### src/rtl/paralelo_serial_tx_if.sv
// paralelo_serial_tx_if: byte handshake plus serial lane bundle for paralelo_serial_tx.
// SYM_STROBE_EN adds the sym_start / sym_is_data strobes.
interface paralelo_serial_tx_if #(parameter int FIFO_DEPTH = 4);
    logic [7:0] data_in;
    logic valid_in, ready_out, data_out, active_out, com_err;
    logic [$clog2(FIFO_DEPTH):0] fifo_level;
`ifdef SYM_STROBE_EN
    logic sym_start, sym_is_data;
    modport master (output data_in, valid_in,
                    input ready_out, data_out, active_out, com_err, fifo_level, sym_start, sym_is_data);
    modport slave  (input data_in, valid_in,
                    output ready_out, data_out, active_out, com_err, fifo_level, sym_start, sym_is_data);
`else
    modport master (output data_in, valid_in,
                    input ready_out, data_out, active_out, com_err, fifo_level);
    modport slave  (input data_in, valid_in,
                    output ready_out, data_out, active_out, com_err, fifo_level);
`endif
endinterface

### src/rtl/paralelo_serial_tx.sv
// paralelo_serial_tx: FIFO-fed MSB-first byte serializer with COM training burst and COM idle fill.
// SYM_STROBE_EN adds sym_start / sym_is_data outputs.
module paralelo_serial_tx #(
    parameter int FIFO_DEPTH = 4,
    parameter int TRAIN_SYMS = 4,
    parameter logic [7:0] COM_SYM = 8'hBC
) (
    input logic clock32,
    input logic reset,
    paralelo_serial_tx_if.slave bus
);
    localparam int PW = $clog2(FIFO_DEPTH);
    localparam logic [PW:0] FULL = (PW+1)'(FIFO_DEPTH);
    typedef enum logic {TRAIN, RUN} state_t;
    state_t state;
    logic [7:0] mem [FIFO_DEPTH];
    logic [PW-1:0] wr_ptr, rd_ptr;
    logic [PW:0] level;
    logic [2:0] bit_cnt;
    logic [3:0] train_cnt;
    logic [7:0] sym, next_sym;
    logic push, pop, wrap;
    assign wrap = bit_cnt == 3'd7;
    assign bus.ready_out = !reset && level != FULL;
    assign bus.fifo_level = level;
    assign push = bus.valid_in && bus.ready_out;
    // pop samples the registered level, so a same-edge push into an empty FIFO waits a symbol
    assign pop = state == RUN && wrap && level != '0;
    assign next_sym = pop ? mem[rd_ptr] : COM_SYM;
    always_ff @(posedge clock32) begin
        if (reset) begin
            state <= TRAIN;
            train_cnt <= 4'(TRAIN_SYMS);
            bit_cnt <= '0;
            sym <= COM_SYM;
            bus.data_out <= COM_SYM[7];
            wr_ptr <= '0;
            rd_ptr <= '0;
            level <= '0;
            bus.active_out <= 1'b0;
            bus.com_err <= 1'b0;
`ifdef SYM_STROBE_EN
            bus.sym_start <= 1'b0;
            bus.sym_is_data <= 1'b0;
`endif
        end else begin
            bit_cnt <= bit_cnt + 3'd1;
            bus.data_out <= wrap ? next_sym[7] : sym[3'd6 - bit_cnt];
            if (wrap) begin
                sym <= next_sym;
                if (state == TRAIN) begin
                    train_cnt <= train_cnt - 4'd1;
                    if (train_cnt == 4'd1) begin
                        state <= RUN;
                        bus.active_out <= 1'b1;
                    end
                end
            end
            if (push) begin
                mem[wr_ptr] <= bus.data_in;
                wr_ptr <= wr_ptr + 1'b1;
                if (bus.data_in == COM_SYM) bus.com_err <= 1'b1;
            end
            if (pop) rd_ptr <= rd_ptr + 1'b1;
            level <= level + (PW+1)'(push) - (PW+1)'(pop);
`ifdef SYM_STROBE_EN
            bus.sym_start <= wrap;
            bus.sym_is_data <= wrap ? pop : bus.sym_is_data;
`endif
        end
    end
endmodule

### src/flat_wrapper.sv
// flat-port wrapper written by rule: the top's interface ports become plain ports
module paralelo_serial_tx_flat 
#(
    parameter int FIFO_DEPTH = 4,
    parameter int TRAIN_SYMS = 4,
    parameter logic [7:0] COM_SYM = 8'hBC
)
  (clock32, reset, bus_data_in, bus_valid_in, bus_ready_out, bus_data_out, bus_active_out, bus_com_err, bus_fifo_level);
  paralelo_serial_tx_if #(.FIFO_DEPTH(FIFO_DEPTH)) bus_i ();
  input logic clock32;
  input logic reset;
  input wire logic [$bits(bus_i.data_in)-1:0] bus_data_in;
  input wire logic [$bits(bus_i.valid_in)-1:0] bus_valid_in;
  output wire logic [$bits(bus_i.ready_out)-1:0] bus_ready_out;
  output wire logic [$bits(bus_i.data_out)-1:0] bus_data_out;
  output wire logic [$bits(bus_i.active_out)-1:0] bus_active_out;
  output wire logic [$bits(bus_i.com_err)-1:0] bus_com_err;
  output wire logic [$bits(bus_i.fifo_level)-1:0] bus_fifo_level;
  assign bus_i.data_in = bus_data_in;
  assign bus_i.valid_in = bus_valid_in;
  assign bus_ready_out = bus_i.ready_out;
  assign bus_data_out = bus_i.data_out;
  assign bus_active_out = bus_i.active_out;
  assign bus_com_err = bus_i.com_err;
  assign bus_fifo_level = bus_i.fifo_level;
  paralelo_serial_tx #(.FIFO_DEPTH(FIFO_DEPTH), .TRAIN_SYMS(TRAIN_SYMS), .COM_SYM(COM_SYM)) u_core (.clock32(clock32), .reset(reset), .bus(bus_i));
endmodule
### config.mk
export PLATFORM = sky130hd
export DESIGN_NAME = paralelo_serial_tx_flat
export DESIGN_NICKNAME = d
export VERILOG_FILES = /design/src/rtl/paralelo_serial_tx_if.sv /design/src/rtl/paralelo_serial_tx.sv /design/src/flat_wrapper.sv
export SDC_FILE = /design/constraint.sdc
export NUM_CORES = 1
export LEC_CHECK = 0
export ABC_AREA = 1
export CAP_MARGIN = 20
export CELL_PAD_IN_SITES_DETAIL_PLACEMENT = 1
export CELL_PAD_IN_SITES_GLOBAL_PLACEMENT = 1
export CORE_ASPECT_RATIO = 1.5
export CORE_MARGIN = 4
export CORE_UTILIZATION = 37
export DETAILED_ROUTE_END_ITERATION = 8
export PLACE_DENSITY = 0.77
export RECOVER_POWER = 50
export SETUP_SLACK_MARGIN = 0.3
export SLEW_MARGIN = 20
export SYNTH_ARGS = -nofsm -noshare
export SYNTH_HDL_FRONTEND = slang
export SYNTH_SLANG_ARGS = --single-unit
### constraint.sdc
create_clock -name clock32 -period 2.8 [get_ports clock32]
set_input_delay 0.56 -clock clock32 [delete_from_list [all_inputs] [get_ports clock32]]
set_output_delay 0.56 -clock clock32 [all_outputs]
set_load 0.005 [all_outputs]
; After elaboration in Yosys (flattened, before gate mapping)
; Memories as Yosys holds them, arrays and structs flattened. A register that Yosys moved wholly into a read port is not among the register bits.
; Index checks and enable logic that the tools add are counted.
[classes]
n_addsub = 7
n_eq_ne = 4
mux = 11
bitwise = 1
n_reduce_logical = 9
order_cmp = 1
[ops]
columns = operator, n
row1 = 8-bit equality test (second input constant), 1
row2 = 8-bit 2-to-1 mux, 1
row3 = 1-bit 2-to-1 mux, 7
row4 = 2-bit by 1-bit adder with 2-bit output (second input constant), 2
row5 = 4-bit by 1-bit equality test with 1-bit output (second input constant), 1
row6 = 1-bit logical AND, 4
row7 = 3-bit by 4-bit less-than comparator with 1-bit output (second input constant), 1
row8 = 2-bit 2-to-1 mux, 2
row9 = 2-bit AND reduction, 2
row10 = 4-bit by 1-bit subtractor with 4-bit output (second input constant), 1
row11 = 3-bit by 1-bit adder with 3-bit output, 1
row12 = 3-bit by 1-bit adder with 3-bit output (second input constant), 1
row13 = 1-bit binary-select mux with 3-bit select, 1
row14 = 3-bit equality test (second input constant), 1
row15 = 3-bit inequality test (second input constant), 1
row16 = 3-bit AND reduction, 1
row17 = 3-bit nonzero test, 1
row18 = 3-bit by 1-bit subtractor with 3-bit output, 1
row19 = 3-bit subtractor (first input constant), 1
row20 = 1-bit logical NOT, 1
row21 = 1-bit NOT, 1
[word_totals]
ramBits = 32
memories = 1
wordCells = 44
reg_bits = 26
out_inout_bits = 7
[mem_list]
columns = memory, words, width, read_ports, rd_ports_with_merged_regs, wr, line_no
row1 = u_core.mem, 4, 8, 1, 1, 1, paralelo_serial_tx.sv:16  ; logic [7:0] mem [FIFO_DEPTH];

; Longest topological paths before layout
; Gate-level depths: netlist (run 1).
[logic_depth]
word_depth = 6
depth_mapped = 12

; Worst setup path before layout (run 1)
; OpenSTA, ideal clock, no wires.
[synth_path]
kind = register to register
startpoint = register u_core.bit_cnt[0]
endpoint = register u_core.level[2], in the netlist u_core.bus.fifo_level[2]
setup_slack_ns = 0.400
n_path_buf = 1
stages_incl_launch_ff = 13
t_arrival_ns = 2.279
setup_time_ns = 0.121
required_time_ns = 2.679
synth_period_minus_slack_ns = 2.400
path_cell_list = dfxtp_1 > ha_1 > ha_1 > nand2_2 > a21oi_4 > buf_6 > xor2_1 > ha_1 > inv_1 > fa_1 > xnor2_1 > o21ai_0 > a21oi_1
[synth_between]
elab_chain_len = 4
[synth_rtl]
columns = item, line_no
row1 = from (decl), paralelo_serial_tx.sv:19  ; logic [2:0] bit_cnt;
row2 = from (signal assigned), paralelo_serial_tx.sv:47  ; bit_cnt <= bit_cnt + 3'd1;
row3 = 3-bit equality test, paralelo_serial_tx.sv:23  ; assign wrap = bit_cnt == 3'd7;
row4 = 1-bit logical AND (2 in a row), paralelo_serial_tx.sv:28  ; assign pop = state == RUN && wrap && level != '0;
row5 = 3-bit by 1-bit subtractor with 3-bit output, paralelo_serial_tx.sv:65  ; level <= level + (PW+1)'(push) - (PW+1)'(pop);
row6 = to (signal assigned), paralelo_serial_tx.sv:65
row7 = to (decl), paralelo_serial_tx.sv:18  ; logic [PW:0] level;
; No other way between the ends.
; A chain may end at the register's enable or synchronous reset.

; Worst setup path after layout (run 1)
[layout_path]
startpoint = input port reset
endpoint = output port bus_ready_out
[layout_between]
elab_chain_len = 2
[layout_rtl]
columns = item, line_no
row1 = from (decl), flat_wrapper.sv:11  ; input logic reset;
row2 = 1-bit logical NOT, paralelo_serial_tx.sv:24  ; assign bus.ready_out = !reset && level != FULL;
row3 = 1-bit logical AND, paralelo_serial_tx.sv:24
row4 = to (decl), flat_wrapper.sv:14  ; output wire logic [$bits(bus_i.ready_out)-1:0] bus_ready_out;
; No other way between the ends.

==> results of run 1 <==
layer usage:
layer  track usage  routed length, um
met1         0.157               2130
met5             0                  0
met4        0.0788                136
met3        0.0494                129
met2         0.250               2820
worst max-delay path: stages:
cell                              delay (ns)
sky130_fd_sc_hd__dlygate4sd3_1          0.60
sky130_fd_sc_hd__a21oi_1                0.13
sky130_fd_sc_hd__clkdlybuf4s50_1        0.51
repair_timing:
| item | 4_1_cts | 5_1_grt |
|---|---|---|
| resized for setup | 0 | 3 |
| hold buffers | 0 | 0 |
| endpoints found under the setup margin | 0 | 1 |
| hold endpoints to repair | 0 | 0 |
final cells by class:
cell class	instances	area [um2]
Timing Repair Buffer	25	219
Sequential cell	60	1530
Clock inverter	1	5.00
Inverter	29	109
Fill cell	767	3620
Multi-Input combinational cell	163	860
Tap cell	76	95.1
Clock buffer	15	188
registers in the layout, indices dropped and copies added (netlist names), named ones only:
signal / cells
u_core.bit_cnt: 3
u_core.bus.active_out: 1
u_core.bus.com_err: 1
u_core.bus.data_out: 1
u_core.bus.fifo_level: 3
u_core.mem: 32
u_core.rd_ptr: 2
u_core.state: 1
u_core.sym: 8
u_core.train_cnt: 4
u_core.wr_ptr: 2
logic make-up after synthesis:
kind of cell,share of synthesized area
and+or+nand+nor,0.184
AOI/OAI and AO/OA,0.0878
DFF,0.597
buffers and inverters,0.0613
adders and majority gates,0.0569
xor gates and xnor gates,0.0137
power groups by stage:
stage | combinational (mW) | clock [mW] | sequential [mW]
5_1_grt | 0.135 | 0.819 | 0.966
3_3_place_gp | 0.120 | 0 | 0.982
6_report | 0.117 | 0.748 | 0.964
2_1_floorplan | 0.0646 | 0 | 0.981
4_1_cts | 0.125 | 0.773 | 0.964
3_5_place_dp | 0.124 | 0 | 0.983
worst max-delay path by stage:
stage	start	end	slack, ns	cells after the start
final	reset	bus_ready_out	0.43	3
after global routing	u_core.bit_cnt[0]	u_core.bus.fifo_level[2]	0.27	11
after CTS	u_core.bit_cnt[0]	u_core.bus.fifo_level[2]	0.32	11
after detailed placement	u_core.bit_cnt[0]	u_core.bus.fifo_level[2]	0.38	11
after global placement	u_core.bit_cnt[0]	u_core.bus.fifo_level[2]	0.48	11
after floorplan	u_core.bit_cnt[0]	u_core.bus.fifo_level[2]	0.40	12
cell usage in the layout (no fill, tap or decap), drive strengths merged:
| cell type | instances |
|---|---|
| fa | 1 |
| or2 | 7 |
| o21ai | 17 |
| xnor2 | 1 |
| nand3 | 13 |
| nand2 | 50 |
| xor2 | 3 |
| clkinv | 2 |
| nor3 | 2 |
| nor3b | 1 |
| clkdlybuf4s50 | 8 |
| dfxtp | 28 |
| o211ai | 5 |
| clkbuf | 18 |
| a21oi | 18 |
| inv | 28 |
| dlygate4sd3 | 9 |
| edfxtp | 32 |
| buf | 5 |
| ha | 10 |
| nor2 | 35 |
metrics by stage:
| stage | cells | power [mW] |
|---|---|---|
| 2_1_floorplan | 260 | 1.05 |
| 3_3_place_gp | 353 | 1.10 |
| 3_5_place_dp | 353 | 1.11 |
| 4_1_cts | 369 | 1.86 |
| 5_1_grt | 369 | 1.92 |
| 6_report | 369 | 1.83 |
==> impl_metrics.csv, run 1 <==
group,metric,value,unit
detailed_routing,antenna_left,0,
die,core_area,6620,um2
power_and_ir_drop,power.ir.vdd_worst,0.369,mV
final_layout,post_route_cells_drive_above_1_share,0.102,
power_and_ir_drop,power.combinational.fraction,0.064,
power_and_ir_drop,power.density_cell_area,609,nW/um2
synth,ys_async_sr_fraction,0,
final_layout,fin_area,3000,um2
worst_setup_path,worst_setup_sp_type,"input pin",
sta,worst_slack_on_hold_paths,0.460,ns
synth,synthesis.area,2550,um2
sta,worst_slack,0.433,ns
worst_setup_path,worst-endpoint-required,2.24,ns
worst_setup_path,crit_type,"in -> out",
place,detailed_place.area,2830,um2
worst_setup_path,reg2reg_slack,0.50,ns
clocking,cts_made_buffers,9,
die,io-pin-count,18,
worst_setup_path,reg2reg_depth,11,
synth,sequential_cell_area_fraction_in_the_yosys_report,0.597,
synth,yosysWarnings,0,
worst_setup_path,crit_path_max_fanout,4,
synth,synth_top_cell_area_share,0.377,
die,core.rowCount,36,
sta,setup_tns,0,ns
detailed_routing,routed_via_density,4.87,
sta,max_slew.worst_pin.slew,0.638,ns
final_layout,antenna_cells_inserted,0,
hold_path,hold_depth,2,
sta,finalSetupViolCount,0,
place,dp_slack,0.385,ns
place,io_buffers,17,
power_and_ir_drop,seq_power_share,0.527,
die,die_height,110,um
sta,finalHoldViolations,0,
synth,number_of_synthesized_register_bits,60,
die,floorplan.initialDensity,0.385,
synth,syn-mean-instance-area,9.81,um2
die,floorplan.die_area,8310,um2
status,outcome,"finished clean",
detailed_routing,drt-initial-drc-count,75,
hold_path,hp-start,"u_core.sym[7]",
clocking,cts_post_setup_buffers_inserted,0,
final_layout,layout_overhead_on_the_synthesized_area,17.7,%
sta,fin_worst_skew,0.00777,ns
global_route,first_global_vias,1856,
final_layout,final_core_area_utilization,0.453,
synth,synth_enable_flop_cells,32,
synth,netlist-cell-type-count,29,
detailed_routing,routed_wire_length_per_instance,14.1,um
clocking,numClockSinks,60,
sta,rsz0062_at_grt,"false",
sta,timing_max_transition_violations_final,0,
worst_setup_path,worst_setup_path_end_kind,"output pin",
hold_path,hold_end,"u_core.sym[7]",
hold_path,hold_class,"reg -> reg",
synth,post_synth_inst_count,260,
worst_setup_path,reg2reg_start,"u_core.bit_cnt[0]",
detailed_routing,vias,1798,
global_route,antenna_found_initial,0,
global_route,globalRouteOverflowTotal,0,
detailed_routing,detail_route.drc_violations,0,
detailed_routing,drt-total-wl,5220,um
power_and_ir_drop,internal_power,1.42,mW
synth,most_repeated_cell_in_the_gate_level_netlist_after_synthesis,"sky130_fd_sc_hd__nand2_1",
sta,fin_crit,2.37,ns
global_route,largest_net_degree_at_the_start_of_global_routing,21,
place,hpwl,3730,um
clocking,htreeDepth,3,
die,die_width,75.8,um
clocking,clock_tree.root_cell,"sky130_fd_sc_hd__clkbuf_8",
global_route,first_pass_grt_wire_length,8710,um
synth,synthesis.nets,282,
flow_run,drv_cap,0,
place,gp_congestion,0.714,
worst_setup_path,r2r-end,"u_core.bus.fifo_level[2]",
clocking,cts.reportedPaths.clkPinSlew,0.07,ns
synth,largest_cells_by_area_after_synthesis,"sky130_fd_sc_hd__edfxtp_1, sky130_fd_sc_hd__dfxtp_1, sky130_fd_sc_hd__nand2_1",
power_and_ir_drop,p_switching,0.404,mW
power_and_ir_drop,p_leak,1.19,nW
sta,max-slew-margin-rel,0.575,
synth,synthTopCellsByCount,"sky130_fd_sc_hd__nand2_1, sky130_fd_sc_hd__nor2_1, sky130_fd_sc_hd__edfxtp_1",
clocking,tritoncts_clock_tree,"done",
synth,synthFlopType,"sky130_fd_sc_hd__edfxtp_1",
worst_setup_path,worstPathArrival,1.81,ns
clocking,ctsLongestPathBuffers,2,
synth,synth_area_leader_cell,"sky130_fd_sc_hd__edfxtp_1",
power_and_ir_drop,switching_share,0.221,
sta,timing.fmax,0.422,GHz
detailed_routing,detailedRoute.firstPassIterationCount,4,
final_layout,layout.nets,310,
global_route,grt_use_total,0.148,
clocking,clk_latency,0.34,ns
sta,timing.final.crit_share,0.845,
power_and_ir_drop,power_frac_clock,0.409,
Note: power is estimated with default switching activity, not from simulation.
==> run 2, diff against run 1 <==
--- a/config.mk
+++ b/config.mk
@@ -13,7 +13,7 @@
 export CORE_MARGIN = 4
 export CORE_UTILIZATION = 37
 export DETAILED_ROUTE_END_ITERATION = 8
-export PLACE_DENSITY = 0.77
+export PLACE_DENSITY = 0.8
 export RECOVER_POWER = 50
 export SETUP_SLACK_MARGIN = 0.3
 export SLEW_MARGIN = 20
==> constraint.sdc (replaced) <==
create_clock -name clock32 -period 1.9 [get_ports clock32]
set_input_delay 0.38 -clock clock32 [delete_from_list [all_inputs] [get_ports clock32]]
set_output_delay 0.38 -clock clock32 [all_outputs]
set_load 0.005 [all_outputs]
==> run 2 against run 1 <==
  * The flow now finishes with violations (setup timing)
  * Non-clock buffer count rose by 14
  * Total power grew 54%
  * Via count grew 3.6%
  * First-iteration DRC count is 21% lower
  * Cell area up 8.3%
  * Wire length rose by 1.6%
  * Combinational power is 80% higher
  * Count of clock-buffer cells in the layout decreased by 1
  * Core utilization rose by 3.8 points
  * Register-to-register slack got worse by 0.60 ns
  * Die area unchanged
  * Global-route usage is essentially flat
  * Critical path type is now reg -> reg
==> impl_metrics.csv, run 2 (same netlist as run 1, synthesis figures left out) <==
group,metric,value,unit
status,outcome,"complete, but fails checks",
status,violations,"setup timing",
worst_setup_path,reg2reg_depth,11,
final_layout,layout_overhead_on_the_synthesized_area,27.5,%
clocking,tritoncts_clock_tree,"done",
worst_setup_path,reg2reg_start,"u_core.bit_cnt[1]",
final_layout,layout.cells.most_common,"sky130_fd_sc_hd__nand2_1",
global_route,globalRouteOverflowTotal,0,
worst_setup_path,slowest_stage,"sky130_fd_sc_hd__dfxtp_2",
die,core.rowCount,36,
die,floorplan.die_area,8310,um2
detailed_routing,vias,1863,
clocking,cts.reportedPaths.clkPinSlew,0.07,ns
final_layout,post_route_cells_drive_above_1_share,0.218,
clocking,htreeDepth,3,
power_and_ir_drop,total_power,2.82,mW
detailed_routing,drt-total-wl,5300,um
worst_setup_path,r2r-end,"u_core.bus.fifo_level[2]",
power_and_ir_drop,p_leak,1.33,nW
sta,timing_max_transition_violations_final,0,
global_route,largest_net_degree_at_the_start_of_global_routing,17,
worst_setup_path,timing.critical_path.cells,"ha_4 -> ha_4 -> nand2_4 -> a21oi_4 -> xor2_1 -> ha_2 -> inv_2 -> fa_2 -> xnor2_2 -> o21ai_1 -> a21oi_1",
worst_setup_path,start_point_of_the_critical_path,"u_core.bit_cnt[1]",
detailed_routing,routed_via_density,4.86,
hold_path,hold_class,"reg -> reg",
die,floorplan.initialDensity,0.385,
sta,max_slew.worst_pin.slew,0.592,ns
worst_setup_path,crit_path_max_fanout,2,
place,dpl.cell_count,362,
sta,rsz0062_at_grt,"true",
sta,timing.final.crit_share,1.05,
flow_run,drv_cap,0,
sta,worst_slack_on_hold_paths,0.459,ns
final_layout,final.fill_count,738,
worst_setup_path,critical_path.n_buffers_inverters,1,
worst_setup_path,worst_setup_sp_type,"flop",
global_route,first_pass_grt_wire_length,9040,um
final_layout,fin_area,3250,um2
final_layout,registers.top_by_ff_count,"u_core.mem",
die,die_width,75.8,um
die,io-pin-count,18,
final_layout,multi_input_comb_area,942,um2
die,core_area,6620,um2
global_route,antenna_found_initial,0,
place,gp_congestion,0.753,
sta,max-slew-margin-rel,0.605,
worst_setup_path,crit_family,"adder cells",
worst_setup_path,worst-endpoint-required,2.12,ns
final_layout,mostFrequentLayoutCells,"sky130_fd_sc_hd__nand2_1, sky130_fd_sc_hd__nor2_1, sky130_fd_sc_hd__edfxtp_1, sky130_fd_sc_hd__inv_1, sky130_fd_sc_hd__dfxtp_1",
worst_setup_path,worstPathArrival,2.21,ns
place,dp_slack,-0.197,ns
detailed_routing,drt-initial-drc-count,59,
clocking,clk_latency,0.33,ns
worst_setup_path,number_of_cells_on_the_critical_path,11,
detailed_routing,antenna_left,0,
worst_setup_path,critical_path_s_most_frequent_cell,"sky130_fd_sc_hd__ha_4",
place,io_buffers,17,
sta,timing.fmax,0.501,GHz
final_layout,layout.nets,324,
die,die_height,110,um
worst_setup_path,reg2reg_slack,-0.1,ns
final_layout,seq_area,1530,um2
sta,fin_crit,2.00,ns
clocking,ctsLongestPathBuffers,2,
clocking,numClockSinks,60,
place,hpwl,3700,um
clocking,clock_tree.root_cell,"sky130_fd_sc_hd__clkbuf_8",
final_layout,finish.cell_count_without_fillers,383,
global_route,first_global_vias,1994,
power_and_ir_drop,power.ir.vdd_worst,0.517,mV
worst_setup_path,critical_path.endpoint,"u_core.bus.fifo_level[2]",
clocking,cts_hold_buffers,0,
clocking,cts_made_buffers,9,
detailed_routing,routed_wire_length_per_instance,13.8,um
worst_setup_path,worst_setup_path_end_kind,"flop",
sta,finalSetupViolCount,1,
final_layout,biggestRegsByFlops,"u_core.mem: 32 flops, u_core.sym: 8 flops, u_core.train_cnt: 4 flops",
detailed_routing,detail_route.drc_violations,0,
detailed_routing,detailedRoute.firstPassIterationCount,5,
final_layout,largest_reg_flops,32,
sta,worst_slack,-0.0977,ns
global_route,grt_use_total,0.148,
final_layout,antenna_cells_inserted,0,
worst_setup_path,timing.critical_path.slowest_cell_delay,0.35,ns
sta,fin_worst_skew,0.0103,ns
worst_setup_path,crit_type,"reg -> reg",
sta,finalHoldViolations,0,
place,detailed_place.area,2930,um2
power_and_ir_drop,power.density_cell_area,867,nW/um2
[run 2: cell count changes in the layout (fill, tap and decap cells not counted), sizes merged]
cell	change
buf	+15
clkbuf	-1
clkdlybuf4s25	+2
clkdlybuf4s50	-5
dlygate4sd2	+2
dlygate4sd3	-1
dlymetal6s2s	+1
inv	+1
[run 2: per-stage QoR]
step            util  setup TNS (ns)
6_report       0.491         -0.0977
3_3_place_gp   0.442          -0.303
5_1_grt        0.491          -0.264
3_5_place_dp   0.442          -0.382
4_1_cts        0.484         -0.0769
2_1_floorplan      -          -0.425
[run 2: per-layer routing]
layer,part of all wire,routed length [um],track usage,up-vias
li1,-,-,-,933
met1,0.42,2200,0.162,898
met2,0.54,2860,0.254,23
met3,0.025,132,0.0357,9
met4,0.019,102,0.0788,0
met5,0,0,0,-
[run 2: repair_timing]
action                                  CTS  global route
endpoints found under the hold margin     0             0
setup buffers                             3             2
endpoints found under the setup margin    6            14
pin swaps                                 3             6
gates resized for setup                  17            20
[run 2: cell type report]
class	instances	share of cell area
clock inverters	2	0.00346
repair buffers	39	0.108
clock buffers	14	0.0631
multi-input cells	163	0.290
flip-flops and latches	60	0.471
inverters	29	0.0358
well taps	76	0.0293
[run 2: where the power goes]
part | switching [mW] | internal, mW
Clock | 0.485 | 0.703
Sequential | 0.0173 | 1.40
Combinational | 0.113 | 0.0978
Total | 0.615 | 2.20
[run 2: worst min-delay path by stage]
| stage | startpoint | end | slack [ns] | cells past startpoint |
|---|---|---|---|---|
| 6_report | u_core.sym[7] | u_core.sym[7] | 0.46 | 2 |
| 4_1_cts | u_core.sym[7] | u_core.sym[7] | 0.46 | 2 |
| 5_1_grt | u_core.sym[7] | u_core.sym[7] | 0.48 | 2 |
| 2_1_floorplan | u_core.sym[7] | u_core.sym[7] | 0.43 | 2 |
| 3_5_place_dp | u_core.sym[7] | u_core.sym[7] | 0.45 | 2 |
| 3_3_place_gp | u_core.sym[7] | u_core.sym[7] | 0.44 | 2 |
[run 2: tightest hold or removal path, stage by stage, from the launching register on]
cell and delay [ns]:
sky130_fd_sc_hd__dfxtp_1 0.31, sky130_fd_sc_hd__nand2_1 0.06, sky130_fd_sc_hd__nand2_1 0.04
